<file path="src/rtl/decode_stage.sv">
// RV32I-subset ID stage: decodes ADD/SUB, ADDI, BEQ/BNE and LUI into a registered
// bundle behind a 1-entry skid buffer. Optional macro DECODE_ILLEGAL_EN adds illegal flagging + halt.
module decode_stage #(
  parameter int unsigned      XLEN     = 32,
  parameter logic [XLEN-1:0]  RESET_PC = '0
) (
  input  logic            clk,
  input  logic            reset,
  input  logic            if_valid,
  output logic            if_ready,
  input  logic [XLEN-1:0] if_pc,
  input  logic [31:0]     if_inst,
  input  logic            flush,
  output logic            id_valid,
  input  logic            ex_ready,
  output logic [XLEN-1:0] id_pc,
  output logic [4:0]      id_rs1,
  output logic [4:0]      id_rs2,
  output logic [4:0]      id_rd,
  output logic [XLEN-1:0] id_imm,
  output logic            id_src_imm,
  output logic            id_alu_sub,
  output logic            id_lui,
  output logic            id_branch,
  output logic            id_br_ne,
  output logic            id_we,
  output logic            id_illegal
);

  localparam logic [4:0] OPC_OP     = 5'b01100;
  localparam logic [4:0] OPC_OPIMM  = 5'b00100;
  localparam logic [4:0] OPC_BRANCH = 5'b11000;
  localparam logic [4:0] OPC_LUI    = 5'b01101;

  typedef struct packed {
    logic [4:0]      rs1;
    logic [4:0]      rs2;
    logic [4:0]      rd;
    logic [XLEN-1:0] imm;
    logic            src_imm;
    logic            alu_sub;
    logic            lui;
    logic            branch;
    logic            br_ne;
    logic            we;
`ifdef DECODE_ILLEGAL_EN
    logic            illegal;
`endif
  } bundle_t;

  // Unsupported encodings decode to an all-zero bundle, which EX treats as a NOP.
  function automatic bundle_t decode(input logic [31:0] inst);
    bundle_t    b;
    logic [4:0] opcode;
    logic [2:0] funct3;
    logic [6:0] funct7;
    logic       ok;
    b      = '0;
    opcode = inst[6:2];
    funct3 = inst[14:12];
    funct7 = inst[31:25];
    ok     = 1'b0;
    if (inst[1:0] == 2'b11) begin
      case (opcode)
        OPC_OP: if (funct3 == 3'b000 && (funct7 & 7'b1011111) == 7'b0) begin
          ok        = 1'b1;
          b.rs1     = inst[19:15];
          b.rs2     = inst[24:20];
          b.rd      = inst[11:7];
          b.alu_sub = funct7[5];
          b.we      = (inst[11:7] != 5'd0);
        end
        OPC_OPIMM: if (funct3 == 3'b000) begin
          ok        = 1'b1;
          b.rs1     = inst[19:15];
          b.rd      = inst[11:7];
          b.imm     = XLEN'($signed(inst[31:20]));
          b.src_imm = 1'b1;
          b.we      = (inst[11:7] != 5'd0);
        end
        OPC_BRANCH: if (funct3[2:1] == 2'b00) begin
          ok        = 1'b1;
          b.rs1     = inst[19:15];
          b.rs2     = inst[24:20];
          b.imm     = XLEN'($signed({inst[31], inst[7], inst[30:25], inst[11:8], 1'b0}));
          b.alu_sub = 1'b1;
          b.branch  = 1'b1;
          b.br_ne   = funct3[0];
        end
        OPC_LUI: begin
          ok        = 1'b1;
          b.rd      = inst[11:7];
          b.imm     = XLEN'($signed({inst[31:12], 12'b0}));
          b.src_imm = 1'b1;
          b.lui     = 1'b1;
          b.we      = (inst[11:7] != 5'd0);
        end
        default: ok = 1'b0;
      endcase
    end
`ifdef DECODE_ILLEGAL_EN
    b.illegal = !ok;
`else
    if (!ok) b = '0;
`endif
    return b;
  endfunction

  logic            skid_valid;
  logic [XLEN-1:0] skid_pc;
  logic [31:0]     skid_inst;
  bundle_t         out_q;
  logic [XLEN-1:0] src_pc;
  logic [31:0]     src_inst;
  bundle_t         src_dec;
  logic            if_fire;
  logic            load_out;

  // skid entry is always older than the IF word, so it wins the source mux
  assign src_pc   = skid_valid ? skid_pc   : if_pc;
  assign src_inst = skid_valid ? skid_inst : if_inst;
  assign src_dec  = decode(src_inst);
  assign if_fire  = if_valid && if_ready;
  assign load_out = !id_valid || ex_ready;

  always_ff @(posedge clk or posedge reset) begin
    if (reset) begin
      id_valid   <= 1'b0;
      skid_valid <= 1'b0;
      skid_pc    <= '0;
      skid_inst  <= '0;
      id_pc      <= RESET_PC;
      out_q      <= '0;
    end else if (flush) begin
      id_valid   <= 1'b0;
      skid_valid <= 1'b0;
    end else if (load_out) begin
      id_valid   <= skid_valid || if_fire;
      skid_valid <= 1'b0;
      if (skid_valid || if_fire) begin
        id_pc <= src_pc;
        out_q <= src_dec;
      end
    end else if (if_fire) begin
      skid_valid <= 1'b1;
      skid_pc    <= if_pc;
      skid_inst  <= if_inst;
    end
  end

`ifdef DECODE_ILLEGAL_EN
  logic illegal_seen;

  // if_fire implies an empty skid, so src_dec is the decode of the IF word here
  always_ff @(posedge clk or posedge reset) begin
    if (reset)                              illegal_seen <= 1'b0;
    else if (!flush && if_fire && src_dec.illegal) illegal_seen <= 1'b1;
  end

  assign if_ready   = !skid_valid && !illegal_seen;
  assign id_illegal = out_q.illegal;
`else
  assign if_ready   = !skid_valid;
  assign id_illegal = 1'b0;
`endif

  assign id_rs1     = out_q.rs1;
  assign id_rs2     = out_q.rs2;
  assign id_rd      = out_q.rd;
  assign id_imm     = out_q.imm;
  assign id_src_imm = out_q.src_imm;
  assign id_alu_sub = out_q.alu_sub;
  assign id_lui     = out_q.lui;
  assign id_branch  = out_q.branch;
  assign id_br_ne   = out_q.br_ne;
  assign id_we      = out_q.we;

endmodule

</file>
<file path="config.mk">
export PLATFORM = sky130hd
export DESIGN_NAME = decode_stage
export DESIGN_NICKNAME = d
export VERILOG_FILES = /design/src/rtl/decode_stage.sv
export SDC_FILE = /design/constraint.sdc
export NUM_CORES = 1
export LEC_CHECK = 0
export BUFFER_PORTS_ARGS = -buffer_cell sky130_fd_sc_hd__buf_2
export CORE_AREA = 2 2 113 115
export DETAILED_ROUTE_END_ITERATION = 7
export DIE_AREA = 0 0 115 117
export HOLD_SLACK_MARGIN = 0.12
export PLACE_DENSITY = 0.95
export SYNTH_ARGS = -nofsm -noshare
export SYNTH_HDL_FRONTEND = slang
export SYNTH_SLANG_ARGS = --single-unit
export TNS_END_PERCENT = 30
</file>
<file path="constraint.sdc">
create_clock -name clk -period 9.59 [get_ports clk]
set_input_delay 0.4795 -clock clk [delete_from_list [all_inputs] [get_ports clk]]
set_output_delay 0.4795 -clock clk [all_outputs]
set_load 0.005 [all_outputs]
</file>
=== Yosys cells after proc, flatten, opt, wreduce, memory -nomap -nowiden ===
Cells that the tools add are included.

* Bits in registers: 151
* Word-level logic and storage cells: 68

* Multiplexer cells: 32
* Reduce and logical (&&, ||, !) cells: 14
* Equal/unequal tests: 5
* Bitwise logic cells: 2

{| class="wikitable"
|+ Operator list
! cell !! number
|-
| two-way mux 53 bit || 2
|-
| two-way mux 32 bit || 3
|-
| one-hot mux 32 bit (3 select lines) || 1
|-
| two-way mux 38 bit || 1
|-
| one-hot mux 5 bit (3 select lines) || 2
|-
| two-way mux 15 bit || 1
|-
| two-way mux 1 bit || 13
|-
| == test 5 x 4 -> 1 bit, second input constant || 2
|-
| two-way mux 10 bit || 1
|-
| one-hot mux 5 bit (2 select lines) || 1
|-
| logical NOT 7 bit || 1
|-
| AND reduction 3 bit || 2
|-
| == test 5 x 3 -> 1 bit, second input constant || 1
|-
| == test 5 bit, second input constant || 1
|-
| two-way mux 5 bit || 1
|-
| nonzero test 5 bit || 1
|-
| two-way mux 2 bit || 2
|-
| one-hot mux 1 bit (2 select lines) || 2
|-
| one-hot mux 1 bit (4 select lines) || 1
|-
| logical NOT 3 bit || 1
|-
| one-hot mux 1 bit (3 select lines) || 1
|-
| nonzero test 3 bit || 1
|-
| == test 2 bit, second input constant || 1
|-
| logical AND 1 bit || 2
|-
| 5 further kinds || 8
|}

=== Longest topological paths before layout ===
* Depth after elaboration: 7
* Depth in mapped cells: 9
* Gate-level depth less buffers: 5

=== Least setup slack after synthesis ===
OpenSTA, ideal clock, no wires.

* Kind: register -> register
* Start: register skid_valid
* End: register out_q (netlist bit id_imm[13])
* Clock period less this slack: 1.807 ns
* Stages on the path, launching flop included: 9
* Data required time: 9.498 ns
* Path slack: 7.783 ns
* Path buffers: 4
* Arrival: 1.715 ns
* Cells stage by stage: dfrtp_1 -> buf_4 -> buf_6 -> mux2_2 -> o221ai_2 -> a31o_1 -> buf_6 -> buf_2 -> o31ai_2

* Longest elaborated chain between the ends: 7

{| class="wikitable"
|+ Ends and longest elaborated chain
! element !! RTL line !! RTL
|-
| start: declaration || 109 || <nowiki>logic skid_valid;</nowiki>
|-
| start signal: assignment || 129 || <nowiki>skid_valid <= 1'b0;</nowiki>
|-
| start signal: assignment || 136 || <nowiki>skid_valid <= 1'b0;</nowiki>
|-
| start signal: assignment || 139 || <nowiki>skid_valid <= 1'b0;</nowiki>
|-
| two-way mux 32 bit || 121 || <nowiki>assign src_inst = skid_valid ? skid_inst : if_inst;</nowiki>
|-
| logical NOT 7 bit or logical NOT 3 bit (tied branches) || 65, 73 ||
|-
| logical AND 1 bit || 65 || <nowiki>OPC_OP: if (funct3 == 3'b000 && (funct7 & 7'b1011111) == 7'b0) begin</nowiki>
|-
| two-way mux 1 bit || 65 ||
|-
| one-hot mux 1 bit (4 select lines) || 64 || <nowiki>case (opcode)</nowiki>
|-
| two-way mux 1 bit || 63 || <nowiki>if (inst[1:0] == 2'b11) begin</nowiki>
|-
| two-way mux 53 bit || 104 || <nowiki>if (!ok) b = '0;</nowiki>
|-
| end signal: assignment || 142 || <nowiki>out_q <= src_dec;</nowiki>
|-
| end: declaration || 112 || <nowiki>bundle_t out_q;</nowiki>
|}

Several ways; a longest one is shown, not always the timed one.
A chain may end at the register's enable or synchronous reset.

=== Worst setup path in the final report ===
* Start: register skid_valid
* End: register out_q (netlist bit id_imm[2])

Same word-level chain as after synthesis.

==> out/summary.txt <==
Final Critical Period -> 3600 ps
WL/cell -> 18.2 um
Worst-margin pin slew -> 1170 ps
CTS Buffer Depth -> 2
Detailed Route WL -> 16600 um
Initial DRC count -> 452
Root Buffer -> clkbuf_16
Final Hold Viols -> 0
Total power -> 1.69 mW
Nets@finish -> 813
Routability Congestion -> 0.872
Vias post-DR -> 5320
Clock skew -> 10.7 ps
Synth unique cells -> 47
Largest family of logic cells by synthesized area -> multiplexers
Post-synth top flop -> dfrtp_1
Die area -> 13500 sq um
Syn avg cell area -> 11.6 sq um
Flops & latches, synth -> 151
Post-CTS Resized -> 0
CP max FO -> 65
CTS Sinks -> 151
Fraction of registers with async set/reset -> 100%
Hold Path Class -> primary input to async pin
CTS tree -> built
Clock transition at the registers of the reported paths -> 60 ps
Static Leak -> 3.91 nW
Crit Path Class -> flop to flop
Share of cells above drive strength 1 -> 39.2%
EDFF count, synth -> 0
Initial antenna violation count -> 2
First-pass GRT wire length -> 26300 um
PwrDens -> 200 nW/um^2
Post-synthesis xor/xnor area fraction -> 0%
Largest net degree at the start of global routing -> 120
Fillers -> 847
Multiplexer share of the synthesized area -> 19.0%
Die Ht -> 117 um
Design Area, Final -> 8480 sq um
Post-CTS Setup Repair Bufs -> 0
Crit-path cells -> buf_4 > nor3b_1 > o21ai_2 > o22ai_4 > a21oi_4 > o31ai_1
Setup-failing EPs final -> 0
Register Area -> 3780 sq um
Die width -> 115 um
Post-Synth Simple-Gate Area -> 10.1%
Initial core utilization -> 57.3%
Area growth syn-to-layout -> 20.3%
Kind of start point of the critical path -> flop
Clk_lat worst skew -> 440 ps
Synthesized instance count -> 608
Post-synthesis compound-gate area fraction -> 14.0%
Critical Path RT -> 9900 ps
Tcrit/Tclk final -> 37.5%
Relative slew slack -> 22.0%
Critical-path top delay cell -> buf_4
First drt pass iteration count -> 4
Crit path largest cell delay -> 830 ps
Maximum clock frequency -> 0.278 GHz
Peak supply drop -> 0.138 mV
Status -> completed
Final ANT Viol Nets -> 0
I/O Pins -> 157
Max cap viols -> 0
Seq/Total Area, Yosys -> 53.6%
Synth Cell Area -> 7050 sq um
Vias in the first global route -> 5195
Drt drc -> 0
Post-synthesis adder-cell area fraction -> 0%
Setup_tns -> 0 ps
Final Max Slew Viols -> 0
IO buf count -> 155
Critical Path Sink Type -> flop
Grt ovf -> 0
Synth Warn # -> 0
CTS Buf Count -> 17
Multi-input logic area -> 3060 sq um
RSZ-0062 raised after global routing -> false
Hold-fix buffers at CTS -> 0
Core area -> 12300 sq um
Row count -> 41
DR vias/cell -> 5.85
Syn Nets -> 677
Area after DPL -> 7850 sq um
Critical Path AT -> 3910 ps
HPWL after detailed placement -> 11300 um
Total GRT Usage -> 25.5%
H-tree depth -> 4
Post-Route Utilization -> 68.9%
[area by class of cell]
cell class | count | share of cell area (%)
inverter | 3 | 0.192
clock buffer | 21 | 5.43
clock inverter | 11 | 2.01
antenna | 2 | 0.0590
multi-input combinational | 413 | 36.1
tap | 150 | 2.21
sequential | 151 | 44.6
timing repair buffer | 158 | 9.41
[flip-flops by register name (all words and copies together) (netlist names)]
name / cells
id_alu_sub: 1
id_br_ne: 1
id_branch: 1
id_imm: 32
id_lui: 1
id_pc: 32
id_rd: 5
id_rs1: 5
id_rs2: 5
id_src_imm: 1
id_valid: 1
id_we: 1
skid_inst: 32
skid_pc: 32
skid_valid: 1
[per-layer routing]
metal | part of all wire (%) | vias up | global-route usage, %
met2 | 47 | 213 | 38.9
li1 | - | 2455 | -
met4 | 4.1 | 0 | 13.2
met1 | 41 | 2593 | 33.1
met3 | 7.3 | 59 | 7.98
met5 | 0 | - | 0
[cell usage after synthesis, types with 3 or more instances]
cell,instances,share of area [%]
buf_2,20,1.4
o31ai_1,13,1.4
nand2_1,85,4.5
and3b_1,6,0.75
nor3b_2,3,0.53
mux2i_1,56,8.0
dfrtp_1,151,54
nor3b_1,4,0.43
a21oi_1,22,1.6
a22o_1,3,0.37
o21ai_0,51,3.6
o21ai_1,3,0.21
mux2_2,67,11
nor3_1,14,0.99
nor2_1,30,1.6
inv_1,3,0.16
clkbuf_1,13,0.69
buf_4,6,0.64
o31ai_2,20,3.5
[logic make-up after synthesis]
logic type	count (synthesis)
mux	124
compound gates	134
simple gates	154
other cells	1
flops	151
buf+inv	44
[where the power goes]
group	internal [mW]	leakage [nW]	switching (mW)
clock network	0.449	0.300	0.262
registers	0.729	1.94	0.0559
logic	0.102	1.67	0.0964
total	1.28	3.91	0.415
[worst paths after layout]
kind | from | endpoint | slack (ps) | cells past startpoint
worst max-delay path | skid_valid | id_imm[2] | 5990 | 6
worst min-delay path | reset | id_pc[19] | 190 | 2
worst max register to register | skid_valid | id_imm[2] | 5990 | 6
worst min register to register | id_pc[23] | id_pc[23] | 470 | 2
max in group asynchronous | reset | id_rd[2] | 8080 | 3
min in group clk | flush | id_valid | 250 | 2
[cells in the final DEF, fill, tap and decap left out, drive strengths merged, types with 7 or more instances in the layout]
cell type	synthesis	routed
buf	28	158
o21ai	56	56
nor3	15	15
clkbuf	13	21
nor3b	7	7
nor2	30	30
nand2	85	85
mux2i	57	57
dfrtp	151	151
mux2	67	67
a21oi	24	24
o31ai	33	33
[metrics by stage]
step | hold slack, ps | setup WS (ps) | std cells
after floorplan | 471 | 5050 | 608
after global placement | 457 | 6250 | 875
after detailed placement | 466 | 6120 | 875
after CTS | 220 | 6060 | 907
after global routing | 255 | 5770 | 908
final | 192 | 5990 | 909
[critical path, delay by kind of cell (launching register included)]
| family | cells | cell delay (ps) |
|---|---|---|
| AO/OA/AOI/OAI | 4 | 1480 |
| buffers and inverters | 1 | 830 |
| flip-flops | 1 | 590 |
| AND/OR/NAND/NOR | 1 | 510 |
(Power assumes the default switching activity.)
